`config.mk`:
```
export PLATFORM = sky130hd
export DESIGN_NAME = i2c_target_byte
export DESIGN_NICKNAME = d
export VERILOG_FILES = /design/src/rtl/i2c_target_byte.sv
export SDC_FILE = /design/constraint.sdc
export NUM_CORES = 1
export LEC_CHECK = 0
export ABC_AREA = 1
export CORE_AREA = 2 2 71 73
export CTS_CLUSTER_DIAMETER = 50
export CTS_CLUSTER_SIZE = 30
export DETAILED_ROUTE_END_ITERATION = 8
export DIE_AREA = 0 0 73 75
export GPL_ROUTABILITY_DRIVEN = 0
export PLACE_DENSITY_LB_ADDON = 0.2
export RECOVER_POWER = 100
export SYNTH_ARGS = -nofsm -noshare
export SYNTH_HDL_FRONTEND = slang
export SYNTH_SLANG_ARGS = --single-unit
```
`constraint.sdc`:
```
create_clock -name clk -period 2.2 [get_ports clk]
set_input_delay 0.44 -clock clk [delete_from_list [all_inputs] [get_ports clk]]
set_output_delay 0.44 -clock clk [all_outputs]
set_load 0.005 [all_outputs]
```
`src/rtl/i2c_target_byte.sv`:
```
// I2C target byte engine: address match, write-data and read-data handshakes,
// ACK/NACK generation and optional SCL stretching, driven by a bus filter front end.
module i2c_target_byte #(
    parameter int STRETCH_EN = 1
) (
    input  logic       clk,
    input  logic       rstn,
    input  logic       sta_det,
    input  logic       sto_det,
    input  logic       scl_rising,
    input  logic       scl_faling,
    input  logic       sda_i,
    output logic       sda_o,
    output logic       scl_o,
    input  logic [6:0] own_addr,
    output logic       addr_hit,
    output logic       rw,
    output logic [7:0] rx_data,
    output logic       rx_valid,
    input  logic       rx_ready,
    input  logic [7:0] tx_data,
    input  logic       tx_valid,
    output logic       tx_ready,
    output logic       stop_evt,
    output logic       active
);
    localparam bit STR = (STRETCH_EN != 0);

    typedef enum logic [2:0] {
        IDLE, ADDR, ADDR_ACK, RX, RX_ACK, TX, TX_ACK, WAIT_STO
    } state_t;

    state_t     state_q, state_d;
    logic [2:0] cnt_q, cnt_d;
    logic [7:0] sreg_q, sreg_d;
    logic [7:0] rx_data_q, rx_data_d;
    logic       ph_q, ph_d;      // second half of an ACK slot / stretch in progress
    logic       pend_q, pend_d;  // received byte still waiting for a free rx_data
    logic       sda_q, sda_d, scl_q, scl_d;
    logic       rx_valid_q, rx_valid_d, tx_ready_q, tx_ready_d;
    logic       addr_hit_q, addr_hit_d, rw_q, rw_d;
    logic       stop_q, stop_d, active_q, active_d;
    logic       start_tx;

    always_ff @(posedge clk or negedge rstn) begin
        if (!rstn) begin
            state_q    <= IDLE;
            cnt_q      <= 3'd0;
            sreg_q     <= 8'h00;
            rx_data_q  <= 8'h00;
            ph_q       <= 1'b0;
            pend_q     <= 1'b0;
            sda_q      <= 1'b1;
            scl_q      <= 1'b1;
            rx_valid_q <= 1'b0;
            tx_ready_q <= 1'b0;
            addr_hit_q <= 1'b0;
            rw_q       <= 1'b0;
            stop_q     <= 1'b0;
            active_q   <= 1'b0;
        end else begin
            state_q    <= state_d;
            cnt_q      <= cnt_d;
            sreg_q     <= sreg_d;
            rx_data_q  <= rx_data_d;
            ph_q       <= ph_d;
            pend_q     <= pend_d;
            sda_q      <= sda_d;
            scl_q      <= scl_d;
            rx_valid_q <= rx_valid_d;
            tx_ready_q <= tx_ready_d;
            addr_hit_q <= addr_hit_d;
            rw_q       <= rw_d;
            stop_q     <= stop_d;
            active_q   <= active_d;
        end
    end

    always_comb begin
        state_d    = state_q;
        cnt_d      = cnt_q;
        sreg_d     = sreg_q;
        rx_data_d  = rx_data_q;
        ph_d       = ph_q;
        pend_d     = pend_q;
        sda_d      = sda_q;
        scl_d      = scl_q;
        rx_valid_d = rx_valid_q;
        tx_ready_d = tx_ready_q;
        rw_d       = rw_q;
        active_d   = active_q;
        addr_hit_d = 1'b0;
        stop_d     = 1'b0;
        start_tx   = 1'b0;
        if (rx_ready) rx_valid_d = 1'b0;

        if (sta_det || sto_det) begin
            state_d    = sta_det ? ADDR : IDLE;
            cnt_d      = 3'd0;
            ph_d       = 1'b0;
            pend_d     = 1'b0;
            sda_d      = 1'b1;
            scl_d      = 1'b1;
            tx_ready_d = 1'b0;
            stop_d     = active_q;
            active_d   = 1'b0;
        end else begin
            case (state_q)
                ADDR: if (scl_rising) begin
                    sreg_d = {sreg_q[6:0], sda_i};
                    cnt_d  = cnt_q + 3'd1;
                    if (cnt_q == 3'd7) begin
                        if (sreg_q[6:0] == own_addr) begin
                            addr_hit_d = 1'b1;
                            rw_d       = sda_i;
                            active_d   = 1'b1;
                            ph_d       = 1'b0;
                            state_d    = ADDR_ACK;
                        end else begin
                            state_d = WAIT_STO;
                        end
                    end
                end
                ADDR_ACK: if (scl_faling) begin
                    if (!ph_q) begin
                        sda_d = 1'b0;
                        ph_d  = 1'b1;
                    end else begin
                        ph_d  = 1'b0;
                        cnt_d = 3'd0;
                        if (rw_q) start_tx = 1'b1;
                        else begin
                            sda_d   = 1'b1;
                            state_d = RX;
                        end
                    end
                end
                RX: if (scl_rising) begin
                    sreg_d = {sreg_q[6:0], sda_i};
                    cnt_d  = cnt_q + 3'd1;
                    if (cnt_q == 3'd7) begin
                        state_d = RX_ACK;
                        ph_d    = 1'b0;
                        if (!rx_valid_q || rx_ready) begin
                            rx_data_d  = {sreg_q[6:0], sda_i};
                            rx_valid_d = 1'b1;
                            pend_d     = 1'b0;
                        end else begin
                            pend_d = 1'b1;
                        end
                    end
                end
                RX_ACK: begin
                    if (!ph_q) begin
                        if (scl_faling) begin
                            if (!pend_q) begin
                                sda_d = 1'b0;
                                ph_d  = 1'b1;
                            end else if (STR) begin
                                scl_d = 1'b0;
                                ph_d  = 1'b1;
                            end else begin
                                pend_d  = 1'b0;
                                state_d = WAIT_STO;
                            end
                        end
                    end else if (pend_q) begin
                        // SCL is held low here, so ACK may change off a falling edge
                        if (!rx_valid_q) begin
                            rx_data_d  = sreg_q;
                            rx_valid_d = 1'b1;
                            pend_d     = 1'b0;
                            sda_d      = 1'b0;
                            scl_d      = 1'b1;
                        end
                    end else if (scl_faling) begin
                        sda_d   = 1'b1;
                        cnt_d   = 3'd0;
                        ph_d    = 1'b0;
                        state_d = RX;
                    end
                end
                TX: begin
                    if (tx_ready_q && tx_valid && !scl_rising) begin
                        sreg_d     = tx_data;
                        sda_d      = tx_data[7];
                        tx_ready_d = 1'b0;
                        scl_d      = 1'b1;
                    end else begin
                        // a rising edge with no load means the 0xFF default goes out
                        if (scl_rising) begin
                            cnt_d      = cnt_q + 3'd1;
                            tx_ready_d = 1'b0;
                            scl_d      = 1'b1;
                        end
                        if (scl_faling) begin
                            if (cnt_q == 3'd0) begin
                                sda_d   = 1'b1;
                                ph_d    = 1'b0;
                                state_d = TX_ACK;
                            end else begin
                                sreg_d = {sreg_q[6:0], 1'b0};
                                sda_d  = sreg_q[6];
                            end
                        end
                    end
                end
                TX_ACK: begin
                    if (scl_rising && !ph_q) begin
                        if (sda_i) state_d = WAIT_STO;
                        else       ph_d    = 1'b1;
                    end else if (scl_faling && ph_q) begin
                        ph_d     = 1'b0;
                        start_tx = 1'b1;
                    end
                end
                default: ;
            endcase

            if (start_tx) begin
                state_d    = TX;
                cnt_d      = 3'd0;
                tx_ready_d = 1'b1;
                sda_d      = 1'b1;
                sreg_d     = 8'hFF;
                scl_d      = !STR;
            end
        end
    end

    assign sda_o    = sda_q;
    assign scl_o    = scl_q;
    assign addr_hit = addr_hit_q;
    assign rw       = rw_q;
    assign rx_data  = rx_data_q;
    assign rx_valid = rx_valid_q;
    assign tx_ready = tx_ready_q;
    assign stop_evt = stop_q;
    assign active   = active_q;

endmodule

```
==> metrics <==
I/O pin count 40; Starting Density 0.4864; Final ANT Viol Nets 0; Setup WS post-layout 0.1338 ns; Crit Path Category in -> reg; layout net count 420; fraction of registers with async set/reset 1.000; worst path required time 2.36 ns; yosys warns 0; Synth Cell Area 2267 µm²; drt wl/cell roughly 13 µm; Vias/cell 5.281; Slew @ Worst Pin 0.7728 ns; sequential area share after synthesis 0.3543; layout cell share with drive strength beyond 1 0.09898; TritonCTS clock tree built; Clock Path Buffers 2; ant diodes 0; Metal-1 WL 2776 µm; CTS clk-pin slew, worst paths 0.07 ns; Syn-to-layout area delta 27.48%; H-tree lvl count 2; synth unique cells 34; leakage power 1.451 nW; Routed Wire Length between 5000 and 6000 µm; Num CTS Buffers 5; post-CTS resize count 0; Max Slew Vio Count 0; via count 2366; RSZ-0062 raised after global routing no; final hold vios 0; Mean Syn Cell Area 6.629 µm²; Setup WS pre-CTS 0.06035 ns; first-pass GRT wire length about 9700 µm; count leader, synth nand2_1; die width 73 µm; Rel. slew slack 0.4848; largest net degree at the start of global routing 33; Core ar. 4661 µm²; synth top area cells dfrtp_1, nand2_1, nor2_1, inv_1, o21ai_0; vias in the first global route 2153; setup TNS 0 ns; Syn Nets ~370; CP Launch Type input port; DP HPWL 4625 µm; Worst Hold Class reg -> reg; Root Buffer Master clkbuf_8; # Post-CTS Setup Buffers 0; Final min period 2.066 ns; status completed; # rows 25; Worst Skew 0.005096 ns; pwr/cell area 1020 nW/µm²; top cells by count, synth nand2_1, nor2_1, inv_1; metal2 WL approximately 2700 µm; CP Capture Type flop; Die H 75 µm; Final period util 0.9392; Skew-Pair Late Insertion Delay approximately 0.29 ns; top cell type's share of synthesized area 0.3311; Arr. time, crit path between 2 and 2.5 ns; initial antenna violation count 0; grt ovf 0; DRC 0; cell taking the most area after synthesis dfrtp_1; maxcap violations 0; Final Setup Violations 0; top layer reached by signal wires met4; Overall Global Routing Usage 0.2338; Initial DRC Count 165; met3 wire length 315 µm; Buffers on Ports 39; peak supply drop around 0.45 mV; Worst Hold Slack roughly 0.49 ns; Worst Path Max Fanout 16; clock sink total 32; FMAX 484.0 MHz; Post-synth EDFFs 0; Most used DFF post-synth dfrtp_1; CTS Hold Bufs 0; die area 5475 µm²; register bit total from synthesis 32; drt pass-1 iters 4; synthesized instance count ~340
==> power by group <==
part	internal, mW	switching, mW
Combinational	0.545	0.807
Sequential	0.786	0.188
Clock	0.399	0.224
==> per-layer routing <==
metal	GRT usage	vias to the layer above
met5	0	-
met1	0.3210	1074
met3	0.04685	11
met4	0.1070	0
met2	0.3564	76
li1	-	1205
==> metrics by stage <==
stage,total power [mW],instance area [µm²],utilization,instances
after CTS,3.005,2908,0.6239,448
final,2.949,2890,0.6201,448
after floorplan,1.888,2267,-,342
after global routing,3.187,2890,0.6201,448
after global placement,2.343,2781,0.5968,440
after detailed placement,2.371,2781,0.5968,440
==> worst max-delay path, cell delays in order <==
cell and delay [ns]:
dlygate4sd3_1 0.55, nor2_1 0.09, buf_4 0.17, nand2_1 0.16
o21ai_0 0.30, o21ai_2 0.26, nor2_1 0.20, a21oi_2 0.04
==> kinds of logic after synthesis <==
group | Yosys count | synth area share
buffers and inverters | 52 | 0.09878
XOR/XNOR | 1 | 0.003864
AND/OR/NAND/NOR | 188 | 0.3515
AO/OA/AOI/OAI | 66 | 0.1749
flip-flops | 32 | 0.3543
adder cells (fa/ha/maj) | 3 | 0.01656
==> path summary, 6_finish.rpt <==
kind	start	endpoint	slack (ns)	depth (start not counted)
max reg2reg	state_q[0]	sreg_q[0]	0.26	7
min in group asynchronous	rstn	rx_data[2]	0.75	2
min	sreg_q[7]	sreg_q[7]	0.49	2
min reg2reg	sreg_q[7]	sreg_q[7]	0.49	2
max	sta_det	sreg_q[0]	0.13	8
max in group asynchronous	rstn	rx_valid	0.95	2
==> flip-flops by register name, indices dropped and copies added, names as in the netlist <==
name,flops
state_q,3
sda_o,1
stop_evt,1
cnt_q,3
ph_q,1
rx_valid,1
rx_data,8
sreg_q,8
active,1
addr_hit,1
scl_o,1
rw,1
pend_q,1
tx_ready,1
==> placed cells by master (no fill, tap or decap), drive strengths merged, types with 2 or more instances in the layout <==
cell type,netlist,final
inv,42,42
o211ai,3,3
o22ai,3,3
ha,3,3
nor2,58,58
dfrtp,30,30
a211oi,7,7
nand2,98,98
buf,8,10
clkbuf,1,11
a21oi,18,18
nor3,6,6
dfstp,2,2
dlygate4sd3,0,18
o21ai,31,31
clkdlybuf4s50,0,21
nand3,24,24
==> area by class of cell <==
cell class	instances	area, µm²
Clock buffer	7	96.34
Tap cell	54	67.56
Inverter	43	162.7
Clock inverter	1	30.03
Multi-Input combinational cell	258	1236
Sequential cell	32	803.3
Timing Repair Buffer	53	494.2
Fill cell	456	1770
Power figures use the tool's default switching activity.
